==> config.mk <==
export PLATFORM = sky130hd
export DESIGN_NAME = led_fader
export DESIGN_NICKNAME = d
export VERILOG_FILES = /design/src/rtl/led_fader.sv
export SDC_FILE = /design/constraint.sdc
export NUM_CORES = 1
export LEC_CHECK = 0
export CAP_MARGIN = 20
export CORE_UTILIZATION = 62
export CTS_BUF_LIST = sky130_fd_sc_hd__clkbuf_2 sky130_fd_sc_hd__clkbuf_4 sky130_fd_sc_hd__clkbuf_8
export CTS_CLUSTER_DIAMETER = 120
export DETAILED_ROUTE_END_ITERATION = 12
export GPL_ROUTABILITY_DRIVEN = 1
export GPL_TIMING_DRIVEN = 0
export PLACE_DENSITY = 0.82
export SYNTH_ARGS = -nofsm -noshare
export SYNTH_HDL_FRONTEND = slang
export SYNTH_SLANG_ARGS = --single-unit
==> constraint.sdc <==
create_clock -name clk -period 5.2 [get_ports clk]
set_clock_uncertainty 0.05 [all_clocks]
set_input_delay 1.04 -clock clk [delete_from_list [all_inputs] [get_ports clk]]
set_output_delay 1.04 -clock clk [all_outputs]
set_load 0.02 [all_outputs]
==> src/rtl/led_fader.sv <==
// led_fader: per-LED brightness fader; each leds_in bit is an on/off target, brightness ramps one step per tick and drives the pins through PWM.
//   Ports: clk (system clock), rst (async active-high reset), leds_in[N_LEDS] (per-LED targets),
//          pwm_in (SoC PWM output, mixed into LED 0 only when LED_FADER_PWM_MIX_EN is defined),
//          leds_out[N_LEDS] (registered LED pin drive).
//   Optional feature macro: LED_FADER_PWM_MIX_EN.
module led_fader #(
   parameter int N_LEDS   = 8,
   parameter int PWM_BITS = 8,
   parameter int FADE_DIV = 50000
) (
   input  logic              clk,
   input  logic              rst,
   input  logic [N_LEDS-1:0] leds_in,
   input  logic              pwm_in,
   output logic [N_LEDS-1:0] leds_out
);
   localparam int DIV_W = FADE_DIV > 1 ? $clog2(FADE_DIV) : 1;
   localparam logic [DIV_W-1:0] DIV_LAST = DIV_W'(FADE_DIV - 1);
   localparam logic [PWM_BITS-1:0] BMAX = '1;
   logic [N_LEDS-1:0]   tgt_q, tgt_d, leds_out_q, leds_out_d, fade_out;
   logic [DIV_W-1:0]    div_q, div_d;
   logic [PWM_BITS-1:0] pcnt_q, pcnt_d;
   logic [PWM_BITS-1:0] b_q [N_LEDS];
   logic [PWM_BITS-1:0] b_d [N_LEDS];
   logic                tick;
   always_comb begin
      tick   = div_q == DIV_LAST;
      div_d  = tick ? '0 : div_q + 1'b1;
      pcnt_d = pcnt_q + 1'b1;
      tgt_d  = leds_in;
      for (int i = 0; i < N_LEDS; i++) begin
         // Saturating step toward the target; a target flip mid-fade simply reverses from the current level.
         b_d[i] = !tick                        ? b_q[i] :
                  (tgt_q[i] && b_q[i] != BMAX) ? b_q[i] + 1'b1 :
                  (!tgt_q[i] && b_q[i] != '0)  ? b_q[i] - 1'b1 : b_q[i];
         // Full scale is forced on so BMAX is a steady 1 rather than 15/16 duty.
         fade_out[i] = (b_q[i] == BMAX) | (b_q[i] > pcnt_q);
      end
      leds_out_d = fade_out;
`ifdef LED_FADER_PWM_MIX_EN
      leds_out_d[0] = fade_out[0] | pwm_in;
`endif
   end
`ifndef LED_FADER_PWM_MIX_EN
   logic unused_pwm;
   assign unused_pwm = pwm_in;
`endif
   always_ff @(posedge clk or posedge rst) begin
      if (rst) begin
         tgt_q      <= '0;
         div_q      <= '0;
         pcnt_q     <= '0;
         leds_out_q <= '0;
         for (int i = 0; i < N_LEDS; i++) b_q[i] <= '0;
      end else begin
         tgt_q      <= tgt_d;
         div_q      <= div_d;
         pcnt_q     <= pcnt_d;
         leds_out_q <= leds_out_d;
         for (int i = 0; i < N_LEDS; i++) b_q[i] <= b_d[i];
      end
   end
   assign leds_out = leds_out_q;
endmodule
==> flow_summary.ini <==
[outcome]
status = finished clean

[finish]
drive_gt1_frac = 0.1141
fin_util = 0.6911
final_cells = 948
antenna_cells = 0
fin_area_um2 = 8335
area_growth_pct = 7.992
final_nets = 908

[clocking]
clockBufferDepth = 2
cts_setup_buffers = 0
cts_tree = yes
clock-root-buffer = clkbuf_8
clock_latency_ps = 400
cts_resized = 0
cts_hold_buf = 0
cts_inserted_buffers = 9
cts_max_level = 3
clk_pin_slew_worst_paths_ps = 100
cts_sinks = 104

[power]
power_leakage_nw = 3.876
p_comb_frac = 0.061
p_int_mw = 1.090
power_mw = 1.439
power.density_nw_per_um2 = 172.7
switching_share = 0.2427
irDropWorstVdd_uv = 207.5
clockPowerShare = 0.373
power_frac_seq = 0.566
p_sw_mw = 0.3494

[route]
drtIter0Drc = 252
postRouteWirelength_um = 15790
drt-pass1-iter-count = 7
drc = 0
detail-route-antenna-nets = 0
wire_per_inst_um = 16.66
vias = 5802
vias_per_cell = 6.120

[sta]
rsz0062_at_grt = false
slew_headroom = 0.2908
clock.fmax_ghz = 0.3315
min_period_over_period = 0.5801
setup_viol = 0
fin_worst_hold_slack_ps = 431.1
worst_slack_ps = 2184
period_minus_slack_ps = 3016
tns_ps = 0
drv_slew = 0
worst_pin_slew_ps = 1053
hold_viol_final = 0

[placed_design]
place_ws_ps = 2208
placed_area_um2 = 8129
gp_congestion = 0.8409
dp_hpwl_um = 11510
placedCellCount = 932
portBuffers = 17

[synth]
synthArstFlopShare = 1.000
yosys_warnings = 0
avgSynthCellArea_um2 = 10.35
synth_ff_type = dfrtp_1
synth_top_cell_by_area = dfrtp_1
syn-num-nets = 879
yosysSeqAreaShare = 0.3372
netlist_instances = 746
synth_edf_count = 0
synth_cell_types = 38
synth.area.top_cells = dfrtp_1 34%, ha_1 18%, mux2_2 6.1%
synthesis.area_um2 = 7719
synth_common_cells = 114 x ha_1, 104 x dfrtp_1, 74 x a21oi_1, 51 x xnor2_1, 42 x mux2_2
yosysMostFrequentCell = ha_1
synth.top_cell.area_share = 0.3372
synth_seq_cells = 104

[grt]
grt_pass1_wl_um = 26910
grt_pass1_vias = 5950
grt_max_degree = 62
grtUsageTotal = 0.2633
grt-ovfl-total = 0
antenna_found_initial = 0

[critical_path]
critPathRequiredTime_ps = 5430
cp_max_fo = 8
path_class = reg2reg
reg2reg_slack_ps = 2180
critical_path_arrival_ps = 3250
start_kind = register
critPathCaptureType = register

[floorplanning]
die_h_um = 113.6
fp.dieW_um = 113.6
dieArea_um2 = 12900
start_util = 0.6399
core_area_um2 = 12060
ioPinCount = 19
num_rows = 40

[hold_path]
hp-class = reg2reg

[run]
cap_violations = 0
[state kept, by name (all words and copies together), names as in the netlist]
name,count
b_q,64
div_q,16
leds_out,8
pcnt_q,8
tgt_q,8
[cell type report]
class / count / area, µm²
fillers: 898 / 3726
flip-flops and latches: 104 / 2603
plain buffers: 1 / 7.507
repair buffers: 18 / 197.7
multi-input cells: 615 / 5011
well taps: 168 / 210.2
clock buffers: 11 / 145.1
clock inverters: 5 / 61.31
inverters: 26 / 100.1
[worst max-delay path, cell delays in order (launching register included)]
cell	delay (ps)
dfrtp_1	480
nand4_1	140
o21ai_0	820
ha_1	400
a211o_1	340
a21o_1	170
a21oi_1	170
xnor2_1	80
mux2_2	260
[routing by layer]
layer | up-vias | track usage | part of all wire
li1 | 2844 | - | -
met1 | 2822 | 0.3140 | 0.43
met2 | 96 | 0.4524 | 0.51
met3 | 40 | 0.05739 | 0.034
met4 | 0 | 0.1254 | 0.024
met5 | - | 0 | 0
[placed cells by master, fill, tap and decap left out, drive strengths merged, types with 11 or more instances in the layout]
cell / count
nor4: 20
xnor2: 51
nor2: 35
a21oi: 74
mux2: 48
a21o: 17
and3: 11
inv: 29
nand4: 35
nand3: 17
clkbuf: 11
nand2: 31
xor2: 22
o21ai: 29
dfrtp: 104
nor2b: 25
ha: 114
clkdlybuf4s50: 17
[power by group through the flow]
| stage | Combinational (mW) | Clock, mW | Sequential (mW) |
|---|---|---|---|
| floorplan | 0.0639 | 0 | 0.829 |
| global placement | 0.0806 | 0 | 0.830 |
| detailed placement | 0.0894 | 0 | 0.830 |
| CTS | 0.0898 | 0.554 | 0.814 |
| global route | 0.0997 | 0.582 | 0.815 |
| finish | 0.0884 | 0.537 | 0.814 |
[worst paths after layout]
kind / from / endpoint / depth (start not counted)
hold reg to reg: pcnt_q[7] / pcnt_q[7] / 1
setup / recovery: b_q[41] / b_q[45] / 8
min in group asynchronous: rst / b_q[60] / 2
max in group asynchronous: rst / b_q[34] / 3
hold / removal: pcnt_q[7] / pcnt_q[7] / 1
setup reg to reg: b_q[41] / b_q[45] / 8
[cell families (layout without fill, tap and decap cells)]
logic type / count (synthesis) / after routing / synth area share
flip-flops: 104 / 104 / 0.3372
XOR/XNOR: 73 / 73 / 0.08283
multiplexers: 48 / 48 / 0.07295
buffers and inverters: 27 / 61 / 0.01362
AO/OA/AOI/OAI: 169 / 169 / 0.1313
AND/OR/NAND/NOR: 203 / 203 / 0.1566
adder cells (fa/ha/maj): 122 / 122 / 0.2055
Power figures use the tool's default switching activity.
